--- src/rtl/fp_multiply_pipe.sv ---
// fp_multiply_pipe: three-stage floating-point multiplier with valid/ready
// backpressure, round-to-nearest-even, inf/NaN handling and exception flags.
// Subnormal operands and results are flushed to signed zero.
// flags = {invalid, overflow, underflow, inexact}, aligned with c.
module fp_multiply_pipe #(
  parameter int EXP_W    = 5,
  parameter int MAN_W    = 10,
  parameter int SAT_MODE = 1
) (
  input  logic                 clk,
  input  logic                 rstn,
  input  logic                 in_valid,
  output logic                 in_ready,
  input  logic [EXP_W+MAN_W:0] a,
  input  logic [EXP_W+MAN_W:0] b,
  output logic                 out_valid,
  input  logic                 out_ready,
  output logic [EXP_W+MAN_W:0] c,
  output logic [3:0]           flags
);

  localparam int W      = 1 + EXP_W + MAN_W;
  localparam int EW2    = EXP_W + 2;
  localparam int PW     = 2 * MAN_W + 2;
  localparam int BIAS_I = (2 ** (EXP_W - 1)) - 1;
  localparam int EMAX_I = (2 ** EXP_W) - 1;

  localparam logic signed [EW2-1:0] BIAS_S   = EW2'(BIAS_I);
  localparam logic signed [EW2-1:0] EMAX_S   = EW2'(EMAX_I);
  localparam logic signed [EW2-1:0] ZERO_S   = {EW2{1'b0}};
  localparam logic [EXP_W-1:0]      EXP_ONES = {EXP_W{1'b1}};
  localparam logic [EXP_W-1:0]      EXP_ZERO = {EXP_W{1'b0}};
  localparam logic [EXP_W-1:0]      EXP_MAXF = {{(EXP_W-1){1'b1}}, 1'b0};
  localparam logic [MAN_W-1:0]      MAN_ZERO = {MAN_W{1'b0}};
  localparam logic [MAN_W-1:0]      MAN_ONES = {MAN_W{1'b1}};
  localparam logic [W-1:0]          QNAN     = {1'b0, EXP_ONES, 1'b1, {(MAN_W-1){1'b0}}};

  // Operand class carried down the pipe; the special classes bypass the
  // arithmetic and only select a fixed result pattern in the last stage.
  typedef enum logic [1:0] {
    K_NORM = 2'd0,
    K_ZERO = 2'd1,
    K_INF  = 2'd2,
    K_NAN  = 2'd3
  } kind_t;

  logic en_s;

  // Stage 1 combinational signals
  logic                  sa_s, sb_s;
  logic [EXP_W-1:0]      ea_s, eb_s;
  logic [MAN_W-1:0]      fa_s, fb_s;
  logic                  za_s, zb_s, ia_s, ib_s, na_s, nb_s;
  kind_t                 kind1_s;
  logic [PW-1:0]         mant_a_s, mant_b_s, prod_s;
  logic signed [EW2-1:0] exp_sum_s;

  // Stage 1 registers
  logic                  v1_r;
  kind_t                 kind1_r;
  logic                  sign1_r;
  logic signed [EW2-1:0] exp1_r;
  logic [PW-1:0]         prod1_r;

  // Stage 2 combinational signals
  logic [PW-2:0]         norm_s;
  logic [MAN_W-1:0]      frac_raw_s;
  logic                  guard_s, sticky_s, round_up_s;
  logic [MAN_W:0]        frac_sum_s;
  logic signed [EW2-1:0] exp_rnd_s;

  // Stage 2 registers
  logic                  v2_r;
  kind_t                 kind2_r;
  logic                  sign2_r;
  logic signed [EW2-1:0] exp2_r;
  logic [MAN_W-1:0]      frac2_r;
  logic                  inexact2_r;

  // Stage 3 combinational signals
  logic [W-1:0]          c_s;
  logic [3:0]            flags_s;

  // Global stall: the whole pipe moves only when the output slot can drain.
  assign en_s     = !out_valid | out_ready;
  assign in_ready = en_s;

  assign sa_s = a[W-1];
  assign sb_s = b[W-1];
  assign ea_s = a[MAN_W +: EXP_W];
  assign eb_s = b[MAN_W +: EXP_W];
  assign fa_s = a[MAN_W-1:0];
  assign fb_s = b[MAN_W-1:0];

  assign za_s = (ea_s == EXP_ZERO);
  assign zb_s = (eb_s == EXP_ZERO);
  assign ia_s = (ea_s == EXP_ONES) && (fa_s == MAN_ZERO);
  assign ib_s = (eb_s == EXP_ONES) && (fb_s == MAN_ZERO);
  assign na_s = (ea_s == EXP_ONES) && (fa_s != MAN_ZERO);
  assign nb_s = (eb_s == EXP_ONES) && (fb_s != MAN_ZERO);

  assign mant_a_s  = {{(MAN_W+1){1'b0}}, 1'b1, fa_s};
  assign mant_b_s  = {{(MAN_W+1){1'b0}}, 1'b1, fb_s};
  assign prod_s    = mant_a_s * mant_b_s;
  assign exp_sum_s = $signed({2'b00, ea_s}) + $signed({2'b00, eb_s}) - BIAS_S;

  // Classify the operand pair; NaN and inf*zero outrank inf, inf outranks zero.
  always_comb begin
    kind1_s = K_NORM;
    if (na_s | nb_s | (ia_s & zb_s) | (za_s & ib_s)) begin
      kind1_s = K_NAN;
    end else if (ia_s | ib_s) begin
      kind1_s = K_INF;
    end else if (za_s | zb_s) begin
      kind1_s = K_ZERO;
    end else begin
      kind1_s = K_NORM;
    end
  end

  // Stage 1 register: class, sign, biased exponent sum and full significand product.
  always_ff @(posedge clk) begin
    if (!rstn) begin
      v1_r    <= 1'b0;
      kind1_r <= K_NORM;
      sign1_r <= 1'b0;
      exp1_r  <= ZERO_S;
      prod1_r <= {PW{1'b0}};
    end else if (en_s) begin
      v1_r    <= in_valid;
      kind1_r <= kind1_s;
      sign1_r <= sa_s ^ sb_s;
      exp1_r  <= exp_sum_s;
      prod1_r <= prod_s;
    end
  end

  // Normalise so the leading one sits just above the kept fraction bits.
  always_comb begin
    norm_s = prod1_r[PW-2:0];
    if (prod1_r[PW-1]) begin
      norm_s = prod1_r[PW-2:0];
    end else begin
      norm_s = {prod1_r[PW-3:0], 1'b0};
    end
  end

  assign frac_raw_s = norm_s[PW-2 -: MAN_W];
  assign guard_s    = norm_s[MAN_W];
  assign sticky_s   = |norm_s[MAN_W-1:0];
  assign round_up_s = guard_s & (sticky_s | frac_raw_s[0]);
  assign frac_sum_s = {1'b0, frac_raw_s} + {{MAN_W{1'b0}}, round_up_s};
  // A carry out of the fraction leaves it all-zero, so only the exponent bumps.
  assign exp_rnd_s  = exp1_r
                    + $signed({{(EW2-1){1'b0}}, prod1_r[PW-1]})
                    + $signed({{(EW2-1){1'b0}}, frac_sum_s[MAN_W]});

  // Stage 2 register: rounded fraction, adjusted exponent and inexact bit.
  always_ff @(posedge clk) begin
    if (!rstn) begin
      v2_r       <= 1'b0;
      kind2_r    <= K_NORM;
      sign2_r    <= 1'b0;
      exp2_r     <= ZERO_S;
      frac2_r    <= MAN_ZERO;
      inexact2_r <= 1'b0;
    end else if (en_s) begin
      v2_r       <= v1_r;
      kind2_r    <= kind1_r;
      sign2_r    <= sign1_r;
      exp2_r     <= exp_rnd_s;
      frac2_r    <= frac_sum_s[MAN_W-1:0];
      inexact2_r <= guard_s | sticky_s;
    end
  end

  // Range check and pack; bubbles produce an all-zero result and flags.
  always_comb begin
    c_s     = {W{1'b0}};
    flags_s = 4'b0000;
    if (!v2_r) begin
      c_s     = {W{1'b0}};
      flags_s = 4'b0000;
    end else begin
      case (kind2_r)
        K_NAN: begin
          c_s     = QNAN;
          flags_s = 4'b1000;
        end
        K_INF: begin
          c_s     = {sign2_r, EXP_ONES, MAN_ZERO};
          flags_s = 4'b0000;
        end
        K_ZERO: begin
          c_s     = {sign2_r, EXP_ZERO, MAN_ZERO};
          flags_s = 4'b0000;
        end
        K_NORM: begin
          if (exp2_r >= EMAX_S) begin
            flags_s = 4'b0101;
            if (SAT_MODE != 32'sd0) begin
              c_s = {sign2_r, EXP_MAXF, MAN_ONES};
            end else begin
              c_s = {sign2_r, EXP_ONES, MAN_ZERO};
            end
          end else if (exp2_r <= ZERO_S) begin
            c_s     = {sign2_r, EXP_ZERO, MAN_ZERO};
            flags_s = 4'b0011;
          end else begin
            c_s     = {sign2_r, exp2_r[EXP_W-1:0], frac2_r};
            flags_s = {3'b000, inexact2_r};
          end
        end
        default: begin
          c_s     = {W{1'b0}};
          flags_s = 4'b0000;
        end
      endcase
    end
  end

  // Output register: holds c/flags steady while the consumer stalls.
  always_ff @(posedge clk) begin
    if (!rstn) begin
      out_valid <= 1'b0;
      c         <= {W{1'b0}};
      flags     <= 4'b0000;
    end else if (en_s) begin
      out_valid <= v2_r;
      c         <= c_s;
      flags     <= flags_s;
    end
  end

endmodule
--- config.mk ---
export PLATFORM = sky130hd
export DESIGN_NAME = fp_multiply_pipe
export DESIGN_NICKNAME = d
export VERILOG_FILES = /design/src/rtl/fp_multiply_pipe.sv
export SDC_FILE = /design/constraint.sdc
export NUM_CORES = 1
export LEC_CHECK = 0
export CORE_MARGIN = 4
export CORE_UTILIZATION = 35
export CTS_CLUSTER_DIAMETER = 200
export DETAILED_ROUTE_END_ITERATION = 12
export PLACE_DENSITY = 0.48
export RECOVER_POWER = 100
export SLEW_MARGIN = 20
export SYNTH_ARGS = -nofsm -noshare
export SYNTH_HDL_FRONTEND = slang
export SYNTH_SLANG_ARGS = --single-unit
--- constraint.sdc ---
create_clock -name clk -period 18.14 [get_ports clk]
set_input_delay 3.628 -clock clk [delete_from_list [all_inputs] [get_ports clk]]
set_output_delay 3.628 -clock clk [all_outputs]
set_load 0.03 [all_outputs]
==> out/summary.txt, run 1 <==
area share of xor/xnor cells in the synthesized design -> 2.427%
actual slew at the worst max-slew pin -> 3.119 ns
Adder-Cell Fraction of Synth Area -> 33.22%
Avg Cell Area, Syn -> 8.130 µm²
number of global-route vias before repair -> 6535
share of post-route cells with drive strength above 1 -> 2.714%
First-pass DRT Iterations -> 7
gr ovfl total -> 0
H-Tree Level Count -> 3
maximum count of clock buffers along a single path -> 2
clock latency at the later pin of the worst-skew pair -> 0.33 ns
Max Transition Viols Final -> 149
Post CTS Setup Buffer Count -> 0
TritonCTS clock tree -> built
final weighted congestion in routability-driven placement -> 0.7869
run status -> finished with violations
site row count -> 53
final-layout setup total negative slack -> 0 ns
Die H -> 155.1 µm
total power consumption of the routed design -> 1.165 mW
Post-synth EDFFs -> 0
final core area utilization -> 40.98%
maximum number of pins on one net before global-route repair -> 74
via density per instance -> 5.041
Yosys reg bits -> 76
CTS hold repair buffers -> 0
biggest area consumer among synthesized cells -> sky130_fd_sc_hd__fa_1
Slowest-stage cell, CP -> sky130_fd_sc_hd__nor2b_1
Synth Warn # -> 0
Critical Path AT -> 6.52 ns
clock tree skew after final layout -> 0.008646 ns
Avg WL per Cell -> 14.92 µm
core footprint -> 21150 µm²
starting density of the core -> 35.82%
number of nets in the final layout -> 1141
Yosys cell types -> 58
PD cells -> 134.4 nW/µm²
Min Clock Period, post-route -> 10.15 ns
clock root buffer -> sky130_fd_sc_hd__clkbuf_16
netlist area before placement -> 7577 µm²
Max Freq -> 98.53 MHz
main combinational cell family by area after synthesis -> adder cells
drt total wl -> 18400 µm
total global routing track utilization -> 16.13%
Hold/Removal Path Class -> reg2reg
most used cell along the critical path -> sky130_fd_sc_hd__dlygate4sd3_1
filler cell count -> 2212
leakage power summed over all cells -> 3.996 nW
Residual DRC -> 0
unrepaired setup endpoints after global routing -> false
final HPWL from detailed placement -> 13920 µm
count of input and output buffers -> 57
kind of start point of the critical path -> primary input
clk sink count -> 76
area share of the largest cell type after synthesis -> 21.66%
maximum fanout along the worst path -> 22
floorplan die width -> 155.1 µm
simple-gate area share of the yosys netlist -> 20.33%
largest incremental delay on the critical path -> 1.30 ns
highest-count cells in the layout ignoring fill and taps -> sky130_fd_sc_hd__nand2_1, sky130_fd_sc_hd__inv_1, sky130_fd_sc_hd__fa_1
type of destination of the critical path -> output port
Setup-failing EPs final -> 0
Critical Setup Path Class -> in2out
# IOs -> 58
antenna cell count -> 0
worst relative slew slack -> -107.9%
multiplexer share of the synthesized area -> 0.6935%
main flop type after synthesis -> sky130_fd_sc_hd__dfxtp_1
worst-case setup margin in the final layout -> 7.991 ns
number of clock buffers inserted by TritonCTS -> 9
VDD IR-drop max -> 0.0001082 V
antenna violations before repair -> 0
gate count after technology mapping -> 932
required time of the worst setup path -> 14.51 ns
Final period util -> 55.95%
wire length of the first global-routing pass -> 32150 µm
sequential fraction of the synthesis area -> 20.08%
area of the die -> 24070 µm²
crit-path cells -> dlygate4sd3_1 > nor2b_1 > clkinv_1 > dlygate4sd3_1
area growth from synthesis to layout -> 14.42%
via total after detailed routing -> 6215
post-cts repair resize count -> 0
number of maximum-capacitance violations -> 3
remaining antenna violation count -> 0
top area cells in the synthesized netlist -> sky130_fd_sc_hd__fa_1, sky130_fd_sc_hd__dfxtp_1, sky130_fd_sc_hd__ha_1
Hold Violations, Final -> 0
fraction of registers with async set or reset after synthesis -> 0%
Setup Slack @ Placement -> 8.733 ns
clock-pin slew on the worst setup and hold paths -> 0.06 ns
Synthesized Nets -> 1120
compound-cell area share of the yosys netlist -> 13.74%
initial DRC count -> 268
failing checks -> capacitance limit, slew limit
most frequent standard cell in the layout excluding fill and tap cells -> sky130_fd_sc_hd__nand2_1
sequential cells by signal (all words and copies together), names as in the netlist, 2 cells and up:
signal,cells
c,16
exp1_r,7
exp2_r,7
flags,4
frac2_r,10
kind1_r,2
kind2_r,2
prod1_r,22
layer usage:
layer  global-route usage, %  vias to the layer above  wire length (µm)
met5                       0                        -                 0
met4                   2.313                        0                93
met3                   2.364                        7               495
met2                   26.59                       74              8652
met1                   23.02                     3047              9155
li1                        -                     3087                 -
synth_stat cells (9+ instances only):
cell	count
sky130_fd_sc_hd__and2_1	44
sky130_fd_sc_hd__xnor2_1	14
sky130_fd_sc_hd__nand3_1	21
sky130_fd_sc_hd__nand2_1	138
sky130_fd_sc_hd__dfxtp_1	76
sky130_fd_sc_hd__and3_1	10
sky130_fd_sc_hd__a221oi_1	9
sky130_fd_sc_hd__nor4_1	9
sky130_fd_sc_hd__fa_1	82
sky130_fd_sc_hd__ha_1	70
sky130_fd_sc_hd__a21oi_1	64
sky130_fd_sc_hd__a211oi_1	16
sky130_fd_sc_hd__o21ai_0	18
sky130_fd_sc_hd__nor2_1	67
sky130_fd_sc_hd__clkbuf_1	42
sky130_fd_sc_hd__inv_1	138
worst paths after layout:
path | to | cells past startpoint | slack (ns) | start
max | in_ready | 4 | 7.99 | out_ready
min | prod1_r[7] | 2 | 0.45 | prod1_r[7]
max reg2reg | c[9] | 9 | 13.10 | out_valid
min reg2reg | prod1_r[7] | 2 | 0.45 | prod1_r[7]
critical path: cells and delay by family:
kind	cells	cell delay [ns]
buffers and inverters	3	1.59
AND/OR/NAND/NOR	1	1.30
metrics by stage:
step                hold WS [ns]  std cells  cell area (µm²)
floorplan                 0.4315        932             7577
detailed placement        0.4441       1217             8338
finish                    0.4523       1233             8670
global route              0.4672       1233             8670
global placement          0.4415       1217             8338
CTS                       0.4524       1233             8698
power by group:
part	switching (mW)	internal (mW)
Sequential	0.0363	0.203
Combinational	0.398	0.316
Clock	0.0706	0.142
Total	0.504	0.660
cell families (layout without fill, tap and decap cells):
family / Yosys count / in the layout
AO/OA/AOI/OAI: 158 / 158
XOR/XNOR: 21 / 21
adder cells (fa/ha/maj): 152 / 152
buffers and inverters: 191 / 217
flip-flops: 76 / 76
multiplexers: 5 / 5
AND/OR/NAND/NOR: 329 / 329
cell type report:
type | count | area, µm² | share of cell area (%)
flip-flops and latches | 76 | 1521 | 17.55
well taps | 275 | 344.1 | 3.969
inverters | 139 | 521.8 | 6.018
clock inverters | 5 | 107.6 | 1.241
repair buffers | 62 | 596.8 | 6.884
clock buffers | 11 | 252.7 | 2.915
multi-input cells | 665 | 5325 | 61.42
Power figures use the tool's default switching activity.
==> run 2: changes to the inputs <==
--- a/config.mk
+++ b/config.mk
@@ -9,7 +9,7 @@
 export CORE_UTILIZATION = 35
 export CTS_CLUSTER_DIAMETER = 200
 export DETAILED_ROUTE_END_ITERATION = 12
-export PLACE_DENSITY = 0.48
+export PLACE_DENSITY = 0.5
 export RECOVER_POWER = 100
 export SLEW_MARGIN = 20
 export SYNTH_ARGS = -nofsm -noshare
==> constraint.sdc (replaced) <==
create_clock -name clk -period 9.1 [get_ports clk]
set_input_delay 1.82 -clock clk [delete_from_list [all_inputs] [get_ports clk]]
set_output_delay 1.82 -clock clk [all_outputs]
set_load 0.03 [all_outputs]
==> out/summary.txt, run 2 (synthesis results as in run 1) <==
unrepaired setup endpoints after global routing -> false
destination of the worst hold path -> c[15]
Residual DRC -> 0
initial DRC count -> 333
maximum fanout along the worst path -> 12
reg2reg path depth -> 10
number of cells on the worst hold path -> 2
highest-count cells in the layout ignoring fill and taps -> sky130_fd_sc_hd__nand2_1, sky130_fd_sc_hd__inv_1, sky130_fd_sc_hd__fa_1
antenna cell count -> 0
failing checks -> capacitance limit, slew limit
number of maximum-capacitance violations -> 2
area of the die -> 24070 µm²
reg-to-reg slack, setup -> 3.83 ns
final-layout setup total negative slack -> 0 ns
number of nets in the final layout -> 1143
Hold Violations, Final -> 0
top flop regs -> prod1_r (22), c (16), frac2_r (10)
First-pass DRT Iterations -> 4
antenna violations before repair -> 0
most used cell along the critical path -> sky130_fd_sc_hd__fa_1
wire length of the first global-routing pass -> 31820 µm
Hold/Removal Path Class -> reg2reg
kind of start point of the critical path -> primary input
Setup-failing EPs final -> 0
TritonCTS clock tree -> built
Avg WL per Cell -> 14.52 µm
post-cts repair resize count -> 0
# IOs -> 58
starting density of the core -> 35.82%
Critical Setup Path Class -> in2reg
largest incremental delay on the critical path -> 0.73 ns
share of post-route cells with drive strength above 1 -> 2.708%
CTS hold repair buffers -> 0
number of clock buffers inserted by TritonCTS -> 9
most frequent standard cell in the layout excluding fill and tap cells -> sky130_fd_sc_hd__nand2_1
site row count -> 53
fin cells -> 1235
area growth from synthesis to layout -> 14.35%
run status -> finished with violations
routed length on met3 -> 582 µm
VDD IR-drop max -> 0.0001628 V
crit-path cells -> dlygate4sd3_1 > and2_0 > fa_1 > inv_1 > fa_1 > inv_1 > fa_1 > fa_1 > inv_1 > fa_1 > inv_1 > ha_1 > a21o_1 > a31o_1 > o21ai_0 > o221ai_1 > or4_1 > and4_1
detailed route wirelength on metal2 -> 8559 µm
clk sink count -> 76
reg-to-reg startpoint -> out_valid
uppermost routed layer -> met4
number of placed cells counting well taps -> 1219
Min Clock Period, post-route -> 7.530 ns
final weighted congestion in routability-driven placement -> 0.7849
beginning of the worst hold path -> c[15]
Met1 Routed Length -> 8656 µm
maximum count of clock buffers along a single path -> 2
via density per instance -> 5.045
Die H -> 155.1 µm
type of destination of the critical path -> flop
total global routing track utilization -> 16.00%
count of input and output buffers -> 57
reg-to-reg critical path endpoint -> c[9]
leakage power summed over all cells -> 3.987 nW
flip-flop count of the largest register after layout -> 22
gr ovfl total -> 0
register bank with the most flops -> prod1_r
Slowest-stage cell, CP -> sky130_fd_sc_hd__dlygate4sd3_1
maximum number of pins on one net before global-route repair -> 74
clock root buffer -> sky130_fd_sc_hd__clkbuf_16
Final period util -> 82.75%
worst relative slew slack -> -105.5%
floorplan die width -> 155.1 µm
Max Freq -> 132.8 MHz
clock tree skew after final layout -> 0.008103 ns
H-Tree Level Count -> 3
Post CTS Setup Buffer Count -> 0
number of global-route vias before repair -> 6491
Max Transition Viols Final -> 144
actual slew at the worst max-slew pin -> 3.082 ns
drt total wl -> 17940 µm
Critical Path AT -> 7.76 ns
clock latency at the later pin of the worst-skew pair -> 0.34 ns
required time of the worst setup path -> 9.33 ns
remaining antenna violation count -> 0
via total after detailed routing -> 6231
PD cells -> 267.2 nW/µm²
core footprint -> 21150 µm²
final HPWL from detailed placement -> 13510 µm
clock-pin slew on the worst setup and hold paths -> 0.06 ns
## run 2: cell types whose count changed in the layout (fill, tap and decap cells not counted)
| cell | before | now |
|---|---|---|
| sky130_fd_sc_hd__clkinv_4 | 2 | 0 |
| sky130_fd_sc_hd__clkdlybuf4s50_1 | 31 | 32 |
| sky130_fd_sc_hd__clkbuf_1 | 3 | 6 |
| sky130_fd_sc_hd__nor2b_4 | 0 | 1 |
| sky130_fd_sc_hd__clkinv_2 | 0 | 1 |
| sky130_fd_sc_hd__dlygate4sd3_1 | 26 | 25 |
| sky130_fd_sc_hd__inv_6 | 0 | 1 |
| sky130_fd_sc_hd__clkinvlp_4 | 0 | 1 |
| sky130_fd_sc_hd__clkbuf_8 | 2 | 0 |
| sky130_fd_sc_hd__nor2b_1 | 4 | 3 |
## run 2: power breakdown
| group | total [mW] | switching (mW) | leakage, nW | internal [mW] |
|---|---|---|---|---|
| Sequential | 0.466 | 0.0623 | 0.624 | 0.404 |
| Combinational | 1.44 | 0.807 | 3.20 | 0.631 |
| Clock | 0.411 | 0.143 | 0.163 | 0.268 |
## run 2: layout make-up
class / count / area (µm²)
clock buffers: 10 / 229.0
clock inverters: 6 / 111.4
fillers: 2168 / 12490
inverters: 139 / 521.8
multi-input cells: 665 / 5333
flip-flops and latches: 76 / 1521
well taps: 275 / 344.1
repair buffers: 64 / 604.3
## run 2: how the worst max path moves through the flow
stage	end	slack, ns	startpoint
CTS	prod1_r[21]	1.92	b[9]
global placement	prod1_r[19]	1.56	b[9]
global route	prod1_r[21]	1.20	b[9]
detailed placement	prod1_r[21]	1.54	b[9]
finish	prod1_r[21]	1.57	b[9]
floorplan	prod1_r[21]	2.39	b[9]
## run 2: routing by layer
metal,GRT usage [%],vias to the layer above
met3,2.809,13
met2,26.80,80
met5,0,-
li1,-,3092
met1,22.04,3046
met4,2.691,0
## run 2: worst max-delay path, delay by kind of cell
kind	cells	cell delay (ns)
adder cells (fa/ha/maj)	6	2.95
AO/OA/AOI/OAI	4	1.05
buffers and inverters	5	0.92
AND/OR/NAND/NOR	3	1.00
## run 2: through the flow
| stage | utilization (%) | hold slack (ns) | power, mW | worst slack [ns] | instance area, µm² |
|---|---|---|---|---|---|
| final | 40.96 | 0.4498 | 2.315 | 1.570 | 8665 |
| after global routing | 40.96 | 0.4701 | 2.603 | 1.205 | 8665 |
| after CTS | 41.10 | 0.4529 | 2.363 | 1.916 | 8693 |
| after detailed placement | 39.49 | 0.4449 | 1.932 | 1.540 | 8353 |
| after global placement | 39.49 | 0.4424 | 1.949 | 1.561 | 8353 |
| after floorplan | - | 0.4315 | 1.622 | 2.393 | 7577 |
==> run 3: changes to the inputs <==
==> constraint.sdc (replaced) <==
create_clock -name clk -period 6.45 [get_ports clk]
set_input_delay 1.29 -clock clk [delete_from_list [all_inputs] [get_ports clk]]
set_output_delay 1.29 -clock clk [all_outputs]
set_load 0.03 [all_outputs]
==> out/summary.txt, run 3 (synthesis results as in run 1) <==
run status -> finished with violations
failing checks -> capacitance limit, slew limit
clock tree skew after final layout -> 0.01174 ns
H-Tree Level Count -> 3
via total after detailed routing -> 6418
reg-to-reg slack, setup -> 1.83 ns
number of cells on the worst hold path -> 2
number of placed cells counting well taps -> 1279
unrepaired setup endpoints after global routing -> false
final weighted congestion in routability-driven placement -> 0.8245
most frequent standard cell in the layout excluding fill and tap cells -> sky130_fd_sc_hd__nand2_1
reg-to-reg startpoint -> out_valid
number of clock buffers inserted by TritonCTS -> 9
core footprint -> 21150 µm²
via density per instance -> 4.960
Min Clock Period, post-route -> 6.195 ns
# IOs -> 58
Largest delay share family, worst path -> adder cells
register share of total power -> 19.1%
CTS hold repair buffers -> 0
most used cell along the critical path -> sky130_fd_sc_hd__fa_1
remaining antenna violation count -> 0
antenna cell count -> 0
floorplan die width -> 155.1 µm
clock-pin slew on the worst setup and hold paths -> 0.06 ns
wire length of the first global-routing pass -> 32570 µm
Hold/Removal Path Class -> reg2reg
filler cell count -> 2174
beginning of the worst hold path -> flags[0]
top flop regs -> prod1_r (22), c (16), frac2_r (10)
gr ovfl total -> 0
drt total wl -> 18470 µm
type of destination of the critical path -> flop
Gate power share -> 67.8%
final HPWL from detailed placement -> 14670 µm
antenna violations before repair -> 0
area growth from synthesis to layout -> 20.46%
crit-path cells -> clkdlybuf4s50_1 > clkbuf_4 > inv_1 > nor2_1 > fa_1 > ha_1 > fa_1 > inv_1 > fa_1 > fa_1 > inv_1 > ha_1 > nor2_1 > a211oi_2 > buf_4 > o21ai_2 > o221ai_2 > or4_1 > and4_1
maximum fanout along the worst path -> 4
actual slew at the worst max-slew pin -> 3.123 ns
largest incremental delay on the critical path -> 0.58 ns
total global routing track utilization -> 16.24%
maximum number of pins on one net before global-route repair -> 74
Residual DRC -> 0
internal power component -> 2.015 mW
number of maximum-capacitance violations -> 1
clock network power share -> 13.1%
Die H -> 155.1 µm
highest-count cells in the layout ignoring fill and taps -> sky130_fd_sc_hd__nand2_1, sky130_fd_sc_hd__inv_1, sky130_fd_sc_hd__fa_1
leakage power summed over all cells -> 4.361 nW
count of input and output buffers -> 57
clk sink count -> 76
Slowest-stage cell, CP -> sky130_fd_sc_hd__clkdlybuf4s50_1
number of nets in the final layout -> 1203
register bank with the most flops -> prod1_r
PD cells -> 386.3 nW/µm²
clock latency at the later pin of the worst-skew pair -> 0.33 ns
VDD IR-drop max -> 0.0002419 V
share of post-route cells with drive strength above 1 -> 9.225%
Max Transition Viols Final -> 74
worst relative slew slack -> -108.2%
destination of the worst hold path -> flags[0]
reg-to-reg critical path endpoint -> c[9]
maximum count of clock buffers along a single path -> 2
number of buffer and inverter instances along the worst setup path -> 6
TritonCTS clock tree -> built
Max Freq -> 161.4 MHz
clock root buffer -> sky130_fd_sc_hd__clkbuf_16
power spent charging and discharging nets -> 1.511 mW
switching share of power -> 42.85%
Setup-failing EPs final -> 0
site row count -> 53
area of the die -> 24070 µm²
total power consumption of the routed design -> 3.526 mW
initial DRC count -> 300
kind of start point of the critical path -> primary input
fin cells -> 1294
Critical Path AT -> 6.42 ns
Hold Violations, Final -> 0
Avg WL per Cell -> 14.28 µm
Critical Setup Path Class -> in2reg
required time of the worst setup path -> 6.68 ns
flip-flop count of the largest register after layout -> 22
reg2reg path depth -> 9
starting density of the core -> 35.82%
First-pass DRT Iterations -> 5
Final period util -> 96.04%
number of global-route vias before repair -> 6586
## run 3: cell types whose count changed in the layout (fill, tap and decap cells not counted), sizes merged
cell / change
buf: +61
dlymetal6s2s: +11
clkdlybuf4s50: -9
bufinv: -3
clkinv: +2
dlygate4sd3: -2
inv: -1
## run 3: power by group through the flow
| stage | Clock (mW) | Sequential [mW] | Combinational, mW |
|---|---|---|---|
| after floorplan | 0 | 0.635 | 1.65 |
| after global placement | 0 | 0.682 | 2.36 |
| after detailed placement | 0 | 0.682 | 2.36 |
| after CTS | 0.474 | 0.673 | 2.38 |
| after global routing | 0.494 | 0.692 | 2.80 |
| final | 0.462 | 0.673 | 2.39 |
## run 3: per-layer routing
layer / track usage (%) / up-vias / routed length, µm
li1: - / 3219 / -
met2: 27.21 / 103 / 8735
met5: 0 / - / 0
met4: 2.523 / 0 / 146
met1: 22.75 / 3081 / 8939
met3: 2.392 / 15 / 652
## run 3: repair_timing
action,4_1_cts,5_1_grt
setup endpoints to repair,0,7
buffers inserted,0,0
gates resized for setup,0,17
## run 3: cell type report
cell class	count	area (µm²)	area share, %
Sequential cell	76	1521	16.67
Clock buffer	11	242.7	2.659
Multi-Input combinational cell	665	5373	58.86
Timing Repair Buffer	124	1099	12.04
Clock inverter	4	26.28	0.2879
Tap cell	275	344.1	3.770
Inverter	139	521.8	5.716
## run 3: worst register-to-register path, stage by stage, from the launching register on
cell,delay [ns]
sky130_fd_sc_hd__dfxtp_1,0.30
sky130_fd_sc_hd__nor2b_1,0.28
sky130_fd_sc_hd__clkinv_1,0.11
sky130_fd_sc_hd__clkbuf_1,2.20
sky130_fd_sc_hd__nand2_1,0.45
sky130_fd_sc_hd__or3_1,0.48
sky130_fd_sc_hd__nor3_1,0.17
sky130_fd_sc_hd__clkbuf_2,0.29
sky130_fd_sc_hd__a211oi_1,0.09
sky130_fd_sc_hd__a21oi_1,0.16
## run 3: worst max path at each step
| stage | cells past startpoint | slack [ns] | end | startpoint |
|---|---|---|---|---|
| 6_report | 19 | 0.26 | prod1_r[21] | a[3] |
| 3_3_place_gp | 21 | -0.16 | prod1_r[19] | a[7] |
| 4_1_cts | 20 | 0.15 | prod1_r[21] | a[7] |
| 2_1_floorplan | 18 | 0.27 | prod1_r[21] | b[9] |
| 3_5_place_dp | 20 | -0.20 | prod1_r[21] | a[7] |
| 5_1_grt | 18 | 0.01 | prod1_r[21] | b[9] |
## run 3: through the flow
step	TNS, ns	hold slack, ns	cell area, µm²	util (%)	setup WS, ns
finish	0	0.4464	9128	43.15	0.2552
global route	0	0.4611	9128	43.15	0.01415
CTS	0	0.4521	9072	42.89	0.1467
detailed placement	-0.8137	0.4443	8803	41.62	-0.2037
global placement	-0.5002	0.4375	8803	41.62	-0.1587
floorplan	0	0.4315	7577	-	0.2725
